==> src/rtl/dungv_alu.sv <==
// ---------------------------------------------------------------------------
// dungv_alu -- registered integer ALU for the DungV core.
//
// One operation is accepted on every rising clk edge where alu_en is high.
// The result and status flags are registered and appear one cycle later,
// together with a single-cycle q_valid pulse. When alu_en is low the result
// and flags hold and q_valid is low.
//
// Optional feature: define ALU_MUL_EN to turn opcode 0xB into an unsigned
// multiply (low WIDTH bits returned, C=V=1 when the high half is nonzero).
// Without it, 0xB behaves like any unassigned opcode.
//
// Ports:
//   clk       in   system clock, rising edge
//   rst_n     in   asynchronous active-low reset
//   alu_en    in   operation strobe
//   oper      in   4-bit opcode
//   operandA  in   WIDTH first operand
//   operandB  in   WIDTH second operand / zero-extended immediate
//   q         out  WIDTH registered result
//   q_valid   out  one-cycle pulse after an accepted operation
//   flag_z    out  result is zero
//   flag_c    out  carry out / borrow / last bit shifted out
//   flag_n    out  result MSB
//   flag_v    out  signed overflow
// ---------------------------------------------------------------------------
module dungv_alu #(
    parameter int WIDTH = 16
) (
    input  logic             clk,
    input  logic             rst_n,
    input  logic             alu_en,
    input  logic [3:0]       oper,
    input  logic [WIDTH-1:0] operandA,
    input  logic [WIDTH-1:0] operandB,
    output logic [WIDTH-1:0] q,
    output logic             q_valid,
    output logic             flag_z,
    output logic             flag_c,
    output logic             flag_n,
    output logic             flag_v
);

    localparam int SHW = $clog2(WIDTH);

    // Signed overflow: operands of equal sign producing a result of the
    // opposite sign.
    function automatic logic add_ovf(input logic signed [WIDTH-1:0] a,
                                     input logic signed [WIDTH-1:0] b,
                                     input logic signed [WIDTH-1:0] r);
        return (a[WIDTH-1] == b[WIDTH-1]) && (r[WIDTH-1] != a[WIDTH-1]);
    endfunction

    // Subtraction overflows only when the operand signs differ and the
    // result sign differs from the minuend.
    function automatic logic sub_ovf(input logic signed [WIDTH-1:0] a,
                                     input logic signed [WIDTH-1:0] b,
                                     input logic signed [WIDTH-1:0] r);
        return (a[WIDTH-1] != b[WIDTH-1]) && (r[WIDTH-1] != a[WIDTH-1]);
    endfunction

    logic [WIDTH-1:0] q_q, q_d;
    logic             q_valid_q, q_valid_d;
    logic             flag_z_q, flag_z_d;
    logic             flag_c_q, flag_c_d;
    logic             flag_n_q, flag_n_d;
    logic             flag_v_q, flag_v_d;

    logic [WIDTH-1:0] res;
    logic             res_c;
    logic             res_v;
    logic [SHW-1:0]   shamt;

`ifdef ALU_MUL_EN
    logic [2*WIDTH-1:0] prod;
    assign prod = operandA * operandB;
`endif

    assign shamt = operandB[SHW-1:0];

    always_comb begin
        res   = '0;
        res_c = 1'b0;
        res_v = 1'b0;
        unique case (oper)
            4'h1, 4'h6: begin
                {res_c, res} = {1'b0, operandA} + {1'b0, operandB};
                res_v        = add_ovf(operandA, operandB, res);
            end
            4'h2, 4'h7: begin
                // The extra top bit of the widened difference is the borrow.
                {res_c, res} = {1'b0, operandA} - {1'b0, operandB};
                res_v        = sub_ovf(operandA, operandB, res);
            end
            4'h3: res = operandA & operandB;
            4'h4: res = operandA | operandB;
            4'h5: res = operandA ^ operandB;
            // Shifting through a one-bit extension catches the last bit
            // shifted out; a zero shift leaves the extension bit at 0.
            4'h8: {res_c, res} = {1'b0, operandA} << shamt;
            4'h9: {res, res_c} = {operandA, 1'b0} >> shamt;
            4'hA: res = ~operandA;
`ifdef ALU_MUL_EN
            4'hB: begin
                res   = prod[WIDTH-1:0];
                res_c = |prod[2*WIDTH-1:WIDTH];
                res_v = res_c;
            end
`endif
            default: begin
                res   = '0;
                res_c = 1'b0;
                res_v = 1'b0;
            end
        endcase
    end

    always_comb begin
        q_d       = q_q;
        flag_z_d  = flag_z_q;
        flag_c_d  = flag_c_q;
        flag_n_d  = flag_n_q;
        flag_v_d  = flag_v_q;
        q_valid_d = 1'b0;
        if (alu_en) begin
            q_d       = res;
            flag_z_d  = (res == '0);
            flag_c_d  = res_c;
            flag_n_d  = res[WIDTH-1];
            flag_v_d  = res_v;
            q_valid_d = 1'b1;
        end
    end

    // Output register stage
    always_ff @(posedge clk or negedge rst_n) begin
        if (!rst_n) begin
            q_q       <= '0;
            q_valid_q <= 1'b0;
            flag_z_q  <= 1'b0;
            flag_c_q  <= 1'b0;
            flag_n_q  <= 1'b0;
            flag_v_q  <= 1'b0;
        end else begin
            q_q       <= q_d;
            q_valid_q <= q_valid_d;
            flag_z_q  <= flag_z_d;
            flag_c_q  <= flag_c_d;
            flag_n_q  <= flag_n_d;
            flag_v_q  <= flag_v_d;
        end
    end

    assign q       = q_q;
    assign q_valid = q_valid_q;
    assign flag_z  = flag_z_q;
    assign flag_c  = flag_c_q;
    assign flag_n  = flag_n_q;
    assign flag_v  = flag_v_q;

endmodule

==> config.mk <==
export PLATFORM = sky130hd
export DESIGN_NAME = dungv_alu
export DESIGN_NICKNAME = d
export VERILOG_FILES = /design/src/rtl/dungv_alu.sv
export SDC_FILE = /design/constraint.sdc
export NUM_CORES = 1
export LEC_CHECK = 0
export BUFFER_PORTS_ARGS = -buffer_cell sky130_fd_sc_hd__buf_2
export CAP_MARGIN = 0
export CORE_UTILIZATION = 50
export DETAILED_ROUTE_END_ITERATION = 12
export GPL_TIMING_DRIVEN = 0
export PLACE_DENSITY_LB_ADDON = 0.08
export SLEW_MARGIN = 20
export SYNTH_ARGS = -nofsm -noshare
export SYNTH_HDL_FRONTEND = slang
export SYNTH_SLANG_ARGS = --single-unit
==> constraint.sdc <==
create_clock -name clk -period 1.05 [get_ports clk]
set_input_delay 0.0525 -clock clk [delete_from_list [all_inputs] [get_ports clk]]
set_output_delay 0.0525 -clock clk [all_outputs]
set_load 0.02 [all_outputs]
* Word level (Yosys, flattened, before mapping) *
Index checks and enable logic that the tools add are counted.

cells by class
  equal/unequal tests = 14
  muxes and demuxes = 4
  shifts and indexed selects = 2
  reduce and logical (&&, ||, !) cells = 5
  add/subtract/negate cells = 2
  bitwise logic cells = 4

operator list
  operator              count
  $pmux W16 S8          1
  $add A16 B16 Y17      1
  $shl A16 B4 Y17       1
  $shr A17 B4 Y17       1
  $sub A16 B16 Y17      1
  $and A16 B16 Y16      1
  $eq A4 B3 Y1 const B  4
  $logic_not A16 Y1     1
  $not A16 Y16          1
  $or A16 B16 Y16       1
  $xor A16 B16 Y16      1
  $eq A4 B4 Y1 const B  3
  $eq A4 B2 Y1 const B  2
  $eq A4 B1 Y1 const B  1
  $pmux W1 S4           1
  $reduce_or A2 Y1      2
  $ne A1 B1 Y1          3
  $logic_and A1 B1 Y1   2
  $pmux W1 S2           1
  $eq A1 B1 Y1          1
  $mux W1               1

word-level totals
  flip-flop bits (word level) = 21
  input port bits = 39

* Depth between registers and ports, before layout *
  depth after elaboration = 4
  gate-level depth with buffers = 14
  gate-level depth less buffers = 12

* Worst setup path before layout *
Ideal clock, no wire load.

  path kind = input-to-reg
  start = input operandB[2]
  end = register flag_z_q (netlist: flag_z)
  arrival = 3.343 ns
  setup slack = -2.396 ns
  setup time = 0.104 ns
  cell stages on the path = 14
  cell sequence = clkbuf_1 clkinv_1 clkbuf_1 ha_1 buf_6 o21ba_1 or4_1 and4_4 o41ai_4 a2111oi_1 a21oi_2 a21oi_1 or3_4 o41ai_2

on the way
  word-level cells in the longest chain between the ends = 3
  elaborated cells between the ends (all ways) = 9
  those cells by class = add/sub (2); shift (2); mux (1); bitwise (3); reduce/logical (1)

RTL lines
  element                                         line  source
  from (decl)                                     35    input logic [WIDTH-1:0] operandB,
  $sub A16 B16 Y17, or another cell as far along  92    {res_c, res} = {1'b0, operandA} - {1'b0, operandB};
  $pmux W16 S8 *                                  85    unique case (oper)
  $logic_not A16 Y1 *                             127   flag_z_d = (res == '0);
  to (signal assigned)                            147   flag_z_q <= flag_z_d;
  to (decl)                                       64    logic flag_z_q, flag_z_d;

Every way passes the cells marked *; elsewhere a longest branch is shown, timed or not.
A chain may end at the register's enable or synchronous reset.

* Worst setup path after layout *
  start = input operandA[0]
  end = register flag_z_q (netlist: flag_z)

on the way
  word-level cells in the longest chain between the ends = 3
  elaborated cells between the ends (all ways) = 10
  those cells by class = add/sub (2); shift (2); mux (1); bitwise (4); reduce/logical (1)

RTL lines
  element                                         line  source
  from (decl)                                     34    input logic [WIDTH-1:0] operandA,
  $sub A16 B16 Y17, or another cell as far along  92
  $pmux W16 S8 *                                  85
  $logic_not A16 Y1 *                             127

Marked as above.

==> results.md <==
Outcome:
- The run finished, with violations left.
- The final reports fail on negative setup slack.

Setup path:
- In this design, the largest share of critical-path delay is due to compound AO/OA/AOI/OAI gates.
- On the critical path, the stage with the largest delay is an instance of sky130_fd_sc_hd__or4_4.
- The critical path is of the in2reg type.
- The worst setup path is launched from an input port.
- For the worst setup path, the data required time is 1210 ps.
- The critical path capture point type is a flip-flop.
- Of all nets on the critical path, the largest fanout is 4.
- Across all register-to-register paths, the minimum setup slack is 270 ps.
- Traced cell by cell, the critical path runs through buf_12 > inv_8 > ha_4 > fa_2 > o21ba_4 > or4_4 > and4_4 > o41ai_4 > buf_4 > a2111oi_2 > a21oi_2 > a21oi_2 > or3_4 > o41ai_2.
- The beginning of the critical path is operandA[0].
- On the worst path, the slowest cell contributes a delay of 490 ps.
- The beginning of the worst register-to-register path is q[15].
- Data arrives at the worst endpoint at 3030 ps.
- The buffers plus inverters on the worst setup path is 3.
- The critical path runs through a total of 14 cells.
- The worst register-to-register path ends at q[15].
- The cell seen most often among critical-path stages is sky130_fd_sc_hd__a21oi_2.
- The count of cells along the worst register-to-register path is 1.
- The most critical setup path has its endpoint at flag_z.

Die:
- The area of the die is 10130 um^2.
- The initialized floorplan defines 35 standard-cell rows.
- The horizontal extent of the die is 100.6 um.
- The die height is 100.6 um.
- The core region is 9328 um^2.
- The initial utilization of the core area, before any placement, comes to 52.14%.
- The I/O pin count is 60.

CTS:
- Clock-pin slew was measured on the worst setup and hold paths at 80 ps.
- Clock tree synthesis found a total of 20 sinks.
- The largest buffer count on any clock path is 2.
- CTS built an H-tree with a depth of 1.
- The CTS tree is yes.
- The clock insertion delay at the later pin of the skew report is 260 ps.
- Buffers inserted during clock tree synthesis total 3.
- The cell sitting at the root of the clock tree is a sky130_fd_sc_hd__clkbuf_8.

Timing:
- Setup repair after global routing could not meet its margin everywhere.
- The final hold slack is 262.2 ps.
- The minimum clock period after layout is 2870 ps.
- The smallest setup slack after layout is -1820 ps.
- The maximum clock rate is 0.3484 GHz.
- The number of slew-limit violations in the final report came to 0.
- Setup violations remaining at the end of the flow were counted as 19.
- For the pin with the worst max-slew slack, the measured transition is 710.7 ps.
- The max-slew headroom at the worst pin is 52.25%.
- Between clock sinks in the finished design, the worst skew comes to 0 ps.
- The post-route clock period utilization is 273.4%.
- The number of hold violations in the final report is 0.
- For the final routed database, the setup TNS stands at -22790 ps.

Placed design:
- Routability-driven placement finished with a final weighted congestion of 1.041.
- The post-detailed-placement half-perimeter wirelength is 15380 um.
- The number of placed instances, taps included, is 840.
- In this run the tool buffered the top-level ports with 58 buffer cells.
- OpenSTA, run right after detailed placement, puts the worst setup slack at -2633 ps.

Final layout:
- The multi-input gate area in the final layout is 4452 um^2.
- The filler cells instantiated in the layout total 798.
- The growth of design area from synthesis to finish is 32.65%.
- The final core utilization is 69.16%.
- The number of nets in the layout is 849.
- The most common cell after layout, fill and taps aside is sky130_fd_sc_hd__nor2_1.
- The count of inserted antenna diode cells is 0.
- Of the cells placed in the final design, the portion with a size suffix greater than 1 is 34.48%.
- The library cells used most frequently in the layout, excluding fill and tap cells, are sky130_fd_sc_hd__nor2_1 (76), sky130_fd_sc_hd__buf_2 (54), sky130_fd_sc_hd__buf_4 (51).
- The register area is 500.5 um^2.
- The count of placed standard cells in the final layout, fillers left out is 886.

Detailed routing:
- For this block, the initial DRC count from the detailed router was 778.
- The mean routed wirelength per cell is 22.96 um.
- Using the TritonRoute via totals, the vias-per-cell ratio works out to 6.763.
- The pre-antenna-repair detailed-routing pass consisted of 5 iterations.
- The total wire length is 20340 um.
- The total number of vias is 5992.
- The number of antenna-violating nets in the routed design is 0.
- After detailed routing, the number of remaining DRC violations is 0.

Synthesis:
- The synthesized design contains 20 register bits.
- The net count after synthesis is 744.
- Synthesis produced 653 cells.
- The prevailing post-synth register cell is sky130_fd_sc_hd__dfrtp_1.
- The post-synthesis cell area is 4863 um^2.
- The netlist uses 80 different library cells.
- The Yosys step of the flow raised 0 warnings.
- Counting flops with a built-in enable in the synthesized netlist gives 0.
- Of all flip-flops after synthesis, the portion carrying an async set or reset was 100.0%.
- The register area share after synthesis is 10.29%.
- The average instance area after synthesis is 7.448 um^2.

Global routing:
- For this run, the total global-route usage over all layers was measured as 39.84%.
- Entering global routing, the biggest net connects 21 pins.
- The global-route congestion overflow total is 0.
- The first global-routing pass estimated 30590 um of wire.
- The number of antenna violations at the first check in global routing is 0.
- The number of global-route vias before repair is 5486.

Hold path:
- The worst hold path belongs to the class in2async.

Pwr:
- The largest vdd supply drop is 0.0005274 V.
- Power spread over the standard cell area amounts to 819.9 nW/um^2.
- In this run the static leakage power is 0.002750 uW.

Flow run:
- The max-capacitance violation count is 0.
==> cell type report <==
type / instances / area share [%]
plain buffers: 50 / 5.392
clock buffers: 3 / 0.6400
clock inverters: 1 / 0.4655
inverters: 47 / 3.220
multi-input cells: 533 / 69.01
flip-flops and latches: 20 / 7.758
well taps: 129 / 2.502
repair buffers: 103 / 11.02
==> worst min path at each step <==
stage               start  slack (ps)  cells after the start       to
finish              rst_n         260                      2  q_valid
global route        rst_n         300                      2  q_valid
CTS                 rst_n         270                      2  q_valid
detailed placement  rst_n          20                      1     q[0]
global placement    rst_n          10                      1  q_valid
floorplan           rst_n        -240                      0   flag_c
==> cell usage after synthesis (all sizes together), types with 3 or more instances <==
cell type	number	share of area [%]
a221o	4	0.82
buf	17	1.9
a211o	7	1.3
a221oi	11	2.0
clkbuf	36	2.8
o22ai	7	0.90
nand3	7	0.72
mux2	19	4.4
nand2	28	2.2
nand3b	5	0.77
a211oi	15	2.3
a21oi	63	6.6
ha	50	13
a21boi	3	0.46
nor3	16	1.6
o221ai	8	1.4
xnor2	7	1.3
nor2	79	6.1
or2	7	0.90
o21bai	7	1.1
o311a	3	0.62
a22oi	5	0.77
inv	45	3.5
o211ai	7	1.1
o21ai	29	3.0
mux4	8	3.7
mux2i	22	4.5
and2	3	0.39
nor2b	12	1.5
a21o	4	0.62
a2111oi	8	1.5
or4b	3	0.62
nor4	3	0.39
nand2b	7	0.90
nor4b	3	0.54
dfrtp	20	10
o22a	6	1.1
xor2	6	1.1
or3	7	1.0
and4	4	0.77
a31oi	6	0.77
nor3b	5	0.77
==> logic make-up after synthesis <==
group	count (synthesis)	synth area share, %
AND/OR/NAND/NOR	197	20.58
multiplexers	49	12.63
adder cells (fa/ha/maj)	52	13.69
AO/OA/AOI/OAI	222	32.21
flip-flops	20	10.29
XOR/XNOR	13	2.341
buffers and inverters	100	8.258
==> per-stage QoR <==
step                      cell area (um^2)  power (uW)
final                                 6451        5289
after global routing                  6451        5537
after CTS                             6208        4999
after detailed placement              5504        3754
after global placement                5504        3718
after floorplan                       5052        2873
==> metal layers <==
layer	part of all wire [%]	vias to the layer above	wire [um]	global-route usage, %
met4	3.8	0	773	14.16
met5	0	-	0	0
met3	12	67	2531	5.062
met1	40	2832	8058	55.99
li1	-	2649	-	-
met2	44	444	8981	62.54
==> flip-flops by register name, summed over array words and instances, names as in the netlist <==
signal,cells
q,16
flag_v,1
q_valid,1
flag_c,1
flag_z,1
==> report_power, final <==
group	internal [uW]	switching (uW)	leakage, uW
Sequential	878	57.5	0.000241
Clock	510	271	0.0000357
Combinational	1500	2080	0.00247
Total	2890	2400	0.00275
==> repair_timing <==
action | 4_1_cts | 5_1_grt
hold endpoints to repair | 21 | 0
pin swaps | 29 | 21
buffers inserted | 30 | 15
setup endpoints to repair | 19 | 19
hold buffers | 2 | 0
gates resized for setup | 105 | 45
Note: power is estimated with default switching activity, not from simulation.
